### config.mk
export PLATFORM = sky130hd
export DESIGN_NAME = ppi_bus_sequencer
export DESIGN_NICKNAME = d
export VERILOG_FILES = /design/src/rtl/ppi_bus_sequencer.sv
export SDC_FILE = /design/constraint.sdc
export NUM_CORES = 1
export LEC_CHECK = 0
export BUFFER_PORTS_ARGS = -buffer_cell sky130_fd_sc_hd__buf_2
export CORE_MARGIN = 5
export CORE_UTILIZATION = 23
export DETAILED_ROUTE_END_ITERATION = 10
export PLACE_DENSITY = 0.43
export SYNTH_ARGS = -nofsm -noshare
export SYNTH_HDL_FRONTEND = slang
export SYNTH_SLANG_ARGS = --single-unit
### constraint.sdc
create_clock -name clk -period 1.8 [get_ports clk]
set_clock_uncertainty 0.05 [all_clocks]
set_input_delay 0.09 -clock clk [delete_from_list [all_inputs] [get_ports clk]]
set_output_delay 0.09 -clock clk [all_outputs]
set_load 0.1 [all_outputs]
### src/rtl/ppi_bus_sequencer.sv
// ppi_bus_sequencer: two-requester round-robin host controller for an 8255 PPI.
// Each accepted command runs as one bus cycle (setup, RD/WR strobe, hold)
// followed by a single-cycle response pulse. Reads of the control address
// are rejected with an error response and never touch the PPI pins.
module ppi_bus_sequencer #(
    parameter int SETUP_CYC  = 1,
    parameter int STROBE_CYC = 2,
    parameter int HOLD_CYC   = 1
) (
    input  logic       clk,
    input  logic       Reset,
    input  logic       req0_valid,
    output logic       req0_ready,
    input  logic       req0_rd,
    input  logic [1:0] req0_addr,
    input  logic [7:0] req0_wdata,
    input  logic       req1_valid,
    output logic       req1_ready,
    input  logic       req1_rd,
    input  logic [1:0] req1_addr,
    input  logic [7:0] req1_wdata,
    output logic       rsp_valid,
    output logic       rsp_id,
    output logic       rsp_err,
    output logic [7:0] rsp_rdata,
    output logic       ppi_cs_n,
    output logic       ppi_rd_n,
    output logic       ppi_wr_n,
    output logic       ppi_a1,
    output logic       ppi_a0,
    output logic [7:0] ppi_d_out,
    output logic       ppi_d_oe,
    input  logic [7:0] ppi_d_in,
    output logic       busy
);

    typedef enum logic [2:0] {
        ST_IDLE,
        ST_SETUP,
        ST_STROBE,
        ST_HOLD,
        ST_RESP
    } state_t;

    localparam logic [3:0] SETUP_LOAD  = 4'(SETUP_CYC - 1);
    localparam logic [3:0] STROBE_LOAD = 4'(STROBE_CYC - 1);
    localparam logic [3:0] HOLD_LOAD   = 4'(HOLD_CYC - 1);

    state_t     state_q, state_d;
    logic [3:0] cnt_q, cnt_d;
    logic       last_grant_q, last_grant_d;
    logic       cmd_rd_q, cmd_rd_d;
    logic       cmd_id_q, cmd_id_d;
    logic [7:0] cap_q, cap_d;
    logic       cs_n_q, cs_n_d;
    logic       rd_n_q, rd_n_d;
    logic       wr_n_q, wr_n_d;
    logic       a1_q, a1_d;
    logic       a0_q, a0_d;
    logic [7:0] d_out_q, d_out_d;
    logic       d_oe_q, d_oe_d;
    logic       rsp_valid_q, rsp_valid_d;
    logic       rsp_id_q, rsp_id_d;
    logic       rsp_err_q, rsp_err_d;
    logic [7:0] rsp_rdata_q, rsp_rdata_d;

    logic       grant;
    logic       accept;
    logic       sel_rd;
    logic [1:0] sel_addr;
    logic [7:0] sel_wdata;

    // Round-robin arbitration: a lone requester wins, on contention the one not served last wins
    always_comb begin
        grant = 1'b0;
        if (req0_valid && req1_valid) begin
            grant = ~last_grant_q;
        end else begin
            grant = req1_valid;
        end
        accept     = (state_q == ST_IDLE) && !Reset && (req0_valid || req1_valid);
        req0_ready = accept && !grant;
        req1_ready = accept && grant;
        sel_rd     = grant ? req1_rd    : req0_rd;
        sel_addr   = grant ? req1_addr  : req0_addr;
        sel_wdata  = grant ? req1_wdata : req0_wdata;
    end

    // Bus-cycle sequencing: next state, counter and registered pin/response values
    always_comb begin
        state_d      = state_q;
        cnt_d        = cnt_q;
        last_grant_d = last_grant_q;
        cmd_rd_d     = cmd_rd_q;
        cmd_id_d     = cmd_id_q;
        cap_d        = cap_q;
        cs_n_d       = cs_n_q;
        rd_n_d       = rd_n_q;
        wr_n_d       = wr_n_q;
        a1_d         = a1_q;
        a0_d         = a0_q;
        d_out_d      = d_out_q;
        d_oe_d       = d_oe_q;
        rsp_valid_d  = 1'b0;
        rsp_id_d     = 1'b0;
        rsp_err_d    = 1'b0;
        rsp_rdata_d  = 8'h00;

        case (state_q)
            ST_IDLE: begin
                if (accept) begin
                    last_grant_d = grant;
                    cmd_rd_d     = sel_rd;
                    cmd_id_d     = grant;
                    if (sel_rd && (sel_addr == 2'd3)) begin
                        state_d     = ST_RESP;
                        rsp_valid_d = 1'b1;
                        rsp_id_d    = grant;
                        rsp_err_d   = 1'b1;
                    end else begin
                        state_d = ST_SETUP;
                        cnt_d   = SETUP_LOAD;
                        cs_n_d  = 1'b0;
                        a1_d    = sel_addr[1];
                        a0_d    = sel_addr[0];
                        d_oe_d  = !sel_rd;
                        d_out_d = sel_rd ? 8'h00 : sel_wdata;
                    end
                end
            end
            ST_SETUP: begin
                if (cnt_q == 4'd0) begin
                    state_d = ST_STROBE;
                    cnt_d   = STROBE_LOAD;
                    if (cmd_rd_q) begin
                        rd_n_d = 1'b0;
                    end else begin
                        wr_n_d = 1'b0;
                    end
                end else begin
                    cnt_d = cnt_q - 4'd1;
                end
            end
            ST_STROBE: begin
                if (cnt_q == 4'd0) begin
                    state_d = ST_HOLD;
                    cnt_d   = HOLD_LOAD;
                    rd_n_d  = 1'b1;
                    wr_n_d  = 1'b1;
                    if (cmd_rd_q) begin
                        cap_d = ppi_d_in;
                    end
                end else begin
                    cnt_d = cnt_q - 4'd1;
                end
            end
            ST_HOLD: begin
                if (cnt_q == 4'd0) begin
                    state_d     = ST_RESP;
                    cs_n_d      = 1'b1;
                    a1_d        = 1'b0;
                    a0_d        = 1'b0;
                    d_out_d     = 8'h00;
                    d_oe_d      = 1'b0;
                    rsp_valid_d = 1'b1;
                    rsp_id_d    = cmd_id_q;
                    rsp_rdata_d = cmd_rd_q ? cap_q : 8'h00;
                end else begin
                    cnt_d = cnt_q - 4'd1;
                end
            end
            ST_RESP: begin
                state_d = ST_IDLE;
            end
            default: begin
                state_d = ST_IDLE;
            end
        endcase
    end

    // State and output registers; reset drops any in-flight command without a response
    always_ff @(posedge clk) begin
        if (Reset) begin
            state_q      <= ST_IDLE;
            cnt_q        <= 4'd0;
            last_grant_q <= 1'b1;
            cmd_rd_q     <= 1'b0;
            cmd_id_q     <= 1'b0;
            cap_q        <= 8'h00;
            cs_n_q       <= 1'b1;
            rd_n_q       <= 1'b1;
            wr_n_q       <= 1'b1;
            a1_q         <= 1'b0;
            a0_q         <= 1'b0;
            d_out_q      <= 8'h00;
            d_oe_q       <= 1'b0;
            rsp_valid_q  <= 1'b0;
            rsp_id_q     <= 1'b0;
            rsp_err_q    <= 1'b0;
            rsp_rdata_q  <= 8'h00;
        end else begin
            state_q      <= state_d;
            cnt_q        <= cnt_d;
            last_grant_q <= last_grant_d;
            cmd_rd_q     <= cmd_rd_d;
            cmd_id_q     <= cmd_id_d;
            cap_q        <= cap_d;
            cs_n_q       <= cs_n_d;
            rd_n_q       <= rd_n_d;
            wr_n_q       <= wr_n_d;
            a1_q         <= a1_d;
            a0_q         <= a0_d;
            d_out_q      <= d_out_d;
            d_oe_q       <= d_oe_d;
            rsp_valid_q  <= rsp_valid_d;
            rsp_id_q     <= rsp_id_d;
            rsp_err_q    <= rsp_err_d;
            rsp_rdata_q  <= rsp_rdata_d;
        end
    end

    assign ppi_cs_n  = cs_n_q;
    assign ppi_rd_n  = rd_n_q;
    assign ppi_wr_n  = wr_n_q;
    assign ppi_a1    = a1_q;
    assign ppi_a0    = a0_q;
    assign ppi_d_out = d_out_q;
    assign ppi_d_oe  = d_oe_q;
    assign rsp_valid = rsp_valid_q;
    assign rsp_id    = rsp_id_q;
    assign rsp_err   = rsp_err_q;
    assign rsp_rdata = rsp_rdata_q;
    assign busy      = (state_q != ST_IDLE);

endmodule

; ---- Word-level counts from Yosys, hierarchy flattened
; Cells that the tools add are included.
[classes]
addsub = 1
n_eq_ne = 12
mux = 49
bitwise = 5
n_reduce_logical = 25
[op_table]
columns = operator, n
row1 = $mux 8, 5
row2 = $mux 1, 22
row3 = $mux 4, 5
row4 = $reduce_and 4->1, 5
row5 = $ne 2x2->1 const B, 8
row6 = $pmux 1 s2, 8
row7 = $pmux 4 s4, 1
row8 = $pmux 8 s2, 1
row9 = $mux 3, 5
row10 = $pmux 3 s4, 1
row11 = $eq 3x2->1 const B, 2
row12 = $logic_and 1x1->1, 6
row13 = $not 1->1, 5
row14 = $logic_not 4->1, 1
row15 = $reduce_bool 2->1, 2
row16 = $reduce_bool 4->1, 1
row17 = $reduce_or 4->1, 1
row18 = $sub 4x1->4 const B, 1
row19 = $eq 3x1->1 const B, 1
row20 = $logic_not 1->1, 3
row21 = $logic_not 3->1, 1
row22 = $reduce_and 3->1, 1
row23 = $reduce_bool 3->1, 1
row24 = $eq 2x2->1 const B, 1
row25 = 4 further kinds, 4
[word_totals]
reg_bits = 43
output_inout_bits = 28
word_cells = 109

; ---- Longest topological paths before layout
; Gate-level depths: netlist of run 1.
[depth]
ltp_word = 8
depth_mapped = 7
mapped_depth_nobuf = 6

; ---- Least setup slack after synthesis of run 1
; OpenSTA, ideal clock, no wires.
[synth_path]
path_type = register -> output
from = register state_q[1]
to = output port req0_ready
t_arrival_ps = 2508
slack_ps = -848
stages_incl_launch_ff = 6
n_path_buf = 2
cell_sequence = dfxtp_1 or2_1 or3_1 clkbuf_2 clkbuf_1 nor2_1
[synth_between]
elab_chain_cells = 4
[synth_lines]
columns = item, line_no
row1 = from (decl), 49  ; state_t state_q, state_d;
row2 = from (signal assigned), 202  ; state_q <= state_d;
row3 = $logic_not 3->1, 81  ; accept = (state_q == ST_IDLE) && !Reset && (req0_valid || req1_valid);
row4 = $logic_and 1x1->1 (2 in a row), 81
row5 = $logic_and 1x1->1, 82  ; req0_ready = accept && !grant;
row6 = to (decl), 13  ; output logic req0_ready,
; Every way passes these cells.

; ---- Worst setup path after layout of run 1
[layout_path]
from = register state_q[1]
to = register cnt_q[0]
[layout_between]
elab_chain_cells = 5
[layout_lines]
columns = item, line_no
row1 = $logic_not 3->1, "81, 109"
row2 = $logic_and 1x1->1 (2 in a row), 81
row3 = $ne 2x2->1 (no line), --
row4 = $reduce_and 4->1 (no line), --
row5 = to (signal assigned), 203  ; cnt_q <= cnt_d;
row6 = to (decl), 50  ; logic [3:0] cnt_q, cnt_d;
; Parallel ways exist; a longest one is shown, timed or not.
; A chain may end at the register's enable or synchronous reset.

==> impl_metrics.csv, run 1 <==
group,metric,value,unit
timing,worst_hold_slack,0.04080,ns
grt,antenna_found_initial,0,
timing,finalSetupTns,-0.1442,ns
timing,setup_slack,-0.05663,ns
logic_synthesis,yosysUniqueCellTypes,47,
logic_synthesis,number_of_flops_mapped_to_enable_cells_by_yosys,0,
grt,grt_start_max_net_pins,20,
worst_setup_path,worst_setup_path_endpoint,"cnt_q[0]$_SDFFE_PP0P_",
placement,detailed_place_hpwl,3827,microns
grt,gr-usage-all-layers,0.1079,
power,power_share_of_the_sequential_group,0.300,
job,maxCapViolCount,0,
detailed_routing,drt_first_iter_violations,64,
worst_setup_path,worstSetupPathType,"flip-flop to flip-flop",
clock_network,cts_tree,"yes",
power,p_leak,1.323,nW
power,p_sw_frac,0.4519,
detailed_routing,first_pass_drt_iterations,4,
worst_setup_path,crit_fanout,6,
logic_synthesis,total_of_flip_flops_plus_latches_after_synthesis,43,
cells_and_area,syn_to_final_growth,52.07,%
status,status,"finished, violations left",
floorplanning,dieHeight,100.9,microns
logic_synthesis,most_used_dff_post_synth,"dfxtp_1",
logic_synthesis,yosysWarnings,0,
floorplanning,fp.dieArea,0.01018,sq mm
clock_network,cts.htree.levels,2,
clock_network,clk_pin_slew_worst_paths,0.09,ns
clock_network,clkLatencyLatePin,0.30,ns
worst_setup_path,critPathLaunchType,"flip-flop",
power,cellPowerDensity,1355,mW/mm^2
detailed_routing,wire_per_inst,13.11,microns
cells_and_area,antenna_cells,0,
detailed_routing,antenna_violating_nets_post_route,0,
timing,min_clock_period_post_route,1.857,ns
logic_synthesis,mappedNetlistNets,234,
timing,report.final.setup_viol,4,
status,failed_checks,"negative setup slack",
power,p_switching,1.770,mW
timing,share_of_the_cycle_needed_by_the_critical_path_after_routing,1.031,
clock_network,clock_sinks,43,
worst_setup_path,critPathRequiredTime,1.94,ns
worst_setup_path,critical_path.endpoint_type,"flip-flop",
worst_setup_path,worstSetupStartpoint,"state_q[1]$_SDFFE_PP0P_",
worst_hold_path,min-delay-path-class,"input port to flip-flop",
power,internal_power,2.147,mW
power,worst_ir_drop_vdd,0.4175,mV
timing,hold_viol,0,
floorplanning,core_area,0.008134,sq mm
logic_synthesis,syn_avg_cell_area,9.551,sq um
worst_setup_path,ff2ff_setup_slack,-0.06,ns
cells_and_area,post_route_cells_drive_above_1_share,0.4381,
timing,grt_setup_unrepaired,"true",
worst_setup_path,r2r_end,"cnt_q[0]$_SDFFE_PP0P_",
detailed_routing,drc_errors,0,
placement,pre_cts_slack,0.02965,ns
logic_synthesis,syn-instance-count,199,
placement,place.gp.congestion,0.7874,
floorplanning,num_rows,33,
detailed_routing,num_vias,1813,
clock_network,cts_buffers,5,
power,power.combinational.fraction,0.538,
timing,maxClockFrequency,538.6,MHz
clock_network,cts.path.max_buffers,2,
grt,grt_overflow_total,0,
cells_and_area,final_net_count,333,
timing,actual_transition_at_the_worst_max_transition_pin,0.4985,ns
floorplanning,num_io_pins,62,
floorplanning,die_width,100.9,microns
grt,grt_first_pass_wirelength,8666,microns
worst_setup_path,number_of_cells_traversed_by_the_worst_register_to_register_path,6,
detailed_routing,drt_wl_total,5298,microns
logic_synthesis,synth.yosys.seq_area_share,0.4529,
detailed_routing,vias_per_cell,4.488,
worst_setup_path,worst_r2r_startpoint,"state_q[1]$_SDFFE_PP0P_",
cells_and_area,final_util,0.3553,
timing,timing_max_transition_violations_final,0,
worst_setup_path,critical_path_arrival,1.99,ns
floorplanning,initial_core_util,0.2337,
logic_synthesis,asyncSetResetFlopFracSynth,0,
power,clockPowerShare,0.162,
timing,max-slew-margin-rel,0.6700,
logic_synthesis,mappedNetlistArea,0.001901,sq mm
grt,first_global_vias,1759,
placement,io_buffers,61,
cells_and_area,final.fill_count,875,
clock_network,cts.root.buffer_cell,"clkbuf_8",
## state kept, by name, indices dropped and copies added, names as in the netlist
name          count
last_grant_q      1
ppi_a0            1
rsp_err           1
ppi_d_out         8
cmd_id_q          1
state_q           3
rsp_valid         1
ppi_rd_n          1
ppi_wr_n          1
ppi_a1            1
cmd_rd_q          1
rsp_id            1
ppi_cs_n          1
cnt_q             4
cap_q             8
rsp_rdata         8
ppi_d_oe          1
## power groups by stage
stage / sequential (mW) / clock [mW] / combinational, mW
2_1_floorplan: 1.67 / 0 / 0.903
3_3_place_gp: 1.19 / 0 / 1.92
3_5_place_dp: 1.20 / 0 / 1.91
4_1_cts: 1.17 / 0.671 / 2.03
5_1_grt: 1.19 / 0.715 / 2.26
6_report: 1.17 / 0.634 / 2.11
## kinds of logic after synthesis
logic type	after synthesis	synth area share
AO/OA/AOI/OAI	37	0.1554
XOR/XNOR	1	0.004609
adder cells (fa/ha/maj)	3	0.01712
buffers and inverters	20	0.04608
flip-flops	43	0.4529
multiplexers	25	0.1336
AND/OR/NAND/NOR	70	0.1903
## cell type report
| cell class | instances | area, sq um | area share |
|---|---|---|---|
| flip-flops and latches | 43 | 868.3 | 0.3004 |
| well taps | 105 | 131.4 | 0.04545 |
| multi-input cells | 136 | 1049 | 0.3628 |
| clock inverters | 3 | 25.02 | 0.008658 |
| repair buffers | 104 | 718.2 | 0.2485 |
| clock buffers | 5 | 68.82 | 0.02381 |
| inverters | 8 | 30.03 | 0.01039 |
## worst max-delay path, stage by stage (launching register included)
cell and delay (ns):
dfxtp_4 0.35, buf_6 0.12, buf_6 0.12, and4bb_2 0.26, a221o_1 0.37, a21o_1 0.18, mux2_4 0.29
## how the worst min path moves through the flow
stage                      startpoint                   endpoint  slack (ns)  cells past startpoint
after floorplan           ppi_d_in[0]      cap_q[0]$_SDFFE_PP0P_        0.18                      2
after global placement    ppi_d_in[4]      cap_q[4]$_SDFFE_PP0P_        0.28                      3
after detailed placement  ppi_d_in[1]      cap_q[1]$_SDFFE_PP0P_        0.28                      3
after CTS                  req1_valid  last_grant_q$_SDFFE_PP1P_        0.03                      3
after global routing       req1_valid  last_grant_q$_SDFFE_PP1P_        0.03                      3
final                      req1_valid  last_grant_q$_SDFFE_PP1P_        0.04                      3
## per-stage QoR
step           power [mW]  area [sq um]  std cells
6_report            3.916          2890        404
5_1_grt             4.174          2890        404
4_1_cts             3.868          2779        400
3_5_place_dp        3.110          2544        380
3_3_place_gp        3.115          2544        380
2_1_floorplan       2.570          1929        199
## Yosys cell counts (2+ instances only)
cell | instances | area, sq um
or2_1 | 2 | 12.51
nor3_1 | 7 | 35.03
nand3_1 | 4 | 20.02
a211oi_1 | 2 | 15.01
nor2_1 | 20 | 75.07
o2111ai_1 | 8 | 70.07
clkbuf_1 | 7 | 26.28
buf_2 | 3 | 15.01
a21oi_1 | 3 | 15.01
o32ai_1 | 2 | 17.52
o41ai_1 | 2 | 17.52
nand2_1 | 16 | 60.06
nor2b_1 | 2 | 12.51
inv_1 | 8 | 30.03
mux2_2 | 2 | 22.52
dfxtp_1 | 43 | 860.8
o211ai_1 | 2 | 15.01
mux2i_1 | 22 | 220.2
maj3_1 | 2 | 20.02
o31ai_1 | 8 | 60.06
and2_1 | 8 | 50.05
## placed cells by master, fill, tap and decap left out, drive strengths merged, types with 3 or more instances in the layout
cell type    instances
nand2               16
nor3                 7
nand3                4
dfxtp               43
inv                  8
dlygate4sd3          8
clkbuf               5
o2111ai              8
nor2                20
mux2i               22
mux2                 3
a21oi                3
buf                 96
and2                 8
o31ai                8
## per-layer routing
layer | global-route usage | routed length (microns) | vias up
met5 | 0 | 0 | -
met4 | 0.03681 | 80 | 0
met3 | 0.02422 | 203 | 5
met2 | 0.1808 | 2724 | 23
met1 | 0.1362 | 2290 | 857
li1 | - | - | 928
## repair_timing
item | 4_1_cts | 5_1_grt
setup buffers | 4 | 4
endpoints found under the setup margin | 2 | 27
pin swaps | 2 | 5
endpoints found under the hold margin | 8 | 0
hold buffers | 8 | 0
resized for setup | 9 | 19
gates cloned | 0 | 0
Power figures use the tool's default switching activity.
==> inputs of run 2 (changes only) <==
Settings changed: CAP_MARGIN from default to 10, REMOVE_ABC_BUFFERS from default to 1.
==> impl_metrics.csv, run 2 (synthesis results as in run 1) <==
group,metric,value,unit
status,status,"finished, violations left",
status,failed_checks,"negative setup slack",
grt,gr-usage-all-layers,0.1076,
clock_network,cts_tree,"yes",
cells_and_area,final.fill_count,842,
worst_setup_path,critPathLaunchType,"flip-flop",
worst_setup_path,critical_path.max_stage_delay,0.43,ns
timing,max-slew-margin-rel,0.6701,
floorplanning,fp.dieArea,0.01018,sq mm
worst_setup_path,worst_r2r_startpoint,"state_q[0]$_SDFFE_PP0P_",
grt,antenna_found_initial,0,
floorplanning,initial_core_util,0.2337,
worst_setup_path,worstSetupStartpoint,"state_q[0]$_SDFFE_PP0P_",
power,power.combinational.fraction,0.520,
timing,setup_slack,-0.04911,ns
grt,use_met3,0.03668,
timing,hold_viol,0,
cells_and_area,syn_to_final_growth,49.77,%
placement,detailed_place_hpwl,4014,microns
grt,busiest_layer_in_global_routing,"met2",
worst_setup_path,critical-path-slowest-cell,"or3_4",
timing,timing_max_transition_violations_final,0,
cells_and_area,total_non_filler_cell_area_in_the_finished_layout,0.002846,sq mm
clock_network,cts.htree.levels,2,
timing,grt_setup_unrepaired,"true",
worst_setup_path,worstSetupPathType,"flip-flop to output pin",
cells_and_area,final_util,0.3499,
power,cellPowerDensity,1417,mW/mm^2
grt,met2_usage,0.1590,
detailed_routing,wire_per_inst,13.31,microns
clock_network,cts.path.max_buffers,2,
floorplanning,core_area,0.008134,sq mm
cells_and_area,antenna_cells,0,
cells_and_area,layout.cells.most_common_list,"buf_2 (58), dfxtp_1 (39), buf_4 (30)",
clock_network,clk_pin_slew_worst_paths,0.08,ns
job,maxCapViolCount,0,
detailed_routing,first_pass_drt_iterations,4,
worst_setup_path,crit_fanout,4,
floorplanning,dieHeight,100.9,microns
worst_setup_path,path_cells,"or2_1, or3_4, buf_6, nor2_4, buf_12",
power,internal_power,2.275,mW
grt,grt.met1_usage,0.1471,
placement,placed_cell_area,0.002527,sq mm
timing,actual_transition_at_the_worst_max_transition_pin,0.4982,ns
timing,min_clock_period_post_route,1.849,ns
placement,pre_cts_slack,-0.04789,ns
grt,grt_start_max_net_pins,15,
floorplanning,num_rows,33,
cells_and_area,post_route_cells_drive_above_1_share,0.4161,
power,power_share_of_the_sequential_group,0.294,
clock_network,clock_sinks,43,
clock_network,cts.root.buffer_cell,"clkbuf_8",
power,worst_ir_drop_vdd,0.5135,mV
worst_hold_path,launch_instance_of_the_worst_min_delay_path,"req1_valid",
power,p_switching,1.758,mW
cells_and_area,seqCellArea,865.8,sq um
timing,report.final.setup_viol,2,
detailed_routing,drt_wl_total,5362,microns
worst_setup_path,critical_path.endpoint_type,"output pin",
grt,grt_overflow_total,0,
cells_and_area,final_net_count,332,
timing,share_of_the_cycle_needed_by_the_critical_path_after_routing,1.027,
worst_setup_path,critical_path_arrival,1.71,ns
power,p_sw_frac,0.4359,
floorplanning,num_io_pins,62,
timing,maxClockFrequency,540.8,MHz
power,clockPowerShare,0.187,
placement,place.gp.congestion,0.8210,
floorplanning,die_width,100.9,microns
detailed_routing,drc_errors,0,
detailed_routing,antenna_violating_nets_post_route,0,
cells_and_area,multi_input_area,0.001018,sq mm
grt,grt_first_pass_wirelength,8838,microns
detailed_routing,drt_first_iter_violations,56,
worst_setup_path,critPathRequiredTime,1.66,ns
detailed_routing,vias_per_cell,4.479,
worst_hold_path,min-delay-path-class,"input port to flip-flop",
cells_and_area,mostFrequentLayoutCell,"buf_2",
power,p_leak,1.320,nW
detailed_routing,num_vias,1805,
clock_network,cts_buffers,5,
grt,first_global_vias,1825,
placement,io_buffers,61,
clock_network,clkLatencyLatePin,0.30,ns
## run 2: cell count changes in the layout (fill, tap and decap cells not counted), moves of 2 or more
cell / delta
inv_1: -2
o31ai_1: +5
buf_12: -2
o31ai_2: -5
inv_2: +2
## run 2: area by class of cell
cell class	instances	area share
clock inverter	3	0.01538
clock buffer	5	0.02418
inverter	8	0.01055
tap	105	0.04615
timing repair buffer	103	0.2418
multi-input combinational	136	0.3578
sequential	43	0.3042
## run 2: worst max-delay path: cells and delay by family, from the launching register on
kind,cells,cell delay (ns)
flip-flops,1,0.32
AND/OR/NAND/NOR,3,0.76
buffers and inverters,2,0.32
## run 2: stage by stage
stage               total power, mW  std cells  setup TNS [ns]  hold WS, ns
detailed placement            3.104        382         -0.1070       0.2820
floorplan                     2.485        187          -11.39       0.1124
global placement              3.105        382        -0.06135       0.2814
global route                  4.282        403         -0.2749      0.05597
CTS                           3.958        401        -0.09797      0.04064
finish                        4.032        403        -0.08338      0.05145
## run 2: path summary, 6_finish.rpt
check                                   end  slack [ns]  cells after the start
setup reg to reg          rsp_id$_SDFF_PP0_           0                      5
hold reg to reg     rsp_rdata[5]$_SDFF_PP0_        0.41                      1
hold / removal    last_grant_q$_SDFFE_PP1P_        0.05                      3
setup / recovery                 req1_ready       -0.05                      5
## run 2: timing repair
item                       CTS  global route
pin swaps                    4             6
hold endpoints to repair     8             0
resized for setup           10            17
setup buffers                3             2
hold buffers                 8             0
gates cloned                 0             0
setup endpoints to repair   13            24
## run 2: metal layers
layer,routed length (microns),vias up,part of all wire
li1,-,921,-
met1,2551,827,0.48
met2,2358,52,0.44
met3,400,5,0.075
met4,52,0,0.0097
met5,0,-,0
## run 2: power groups by stage
stage	sequential [mW]	combinational, mW	clock, mW
finish	1.18	2.10	0.753
global route	1.20	2.26	0.821
CTS	1.18	1.99	0.788
detailed placement	1.20	1.91	0
global placement	1.19	1.91	0
floorplan	1.70	0.783	0
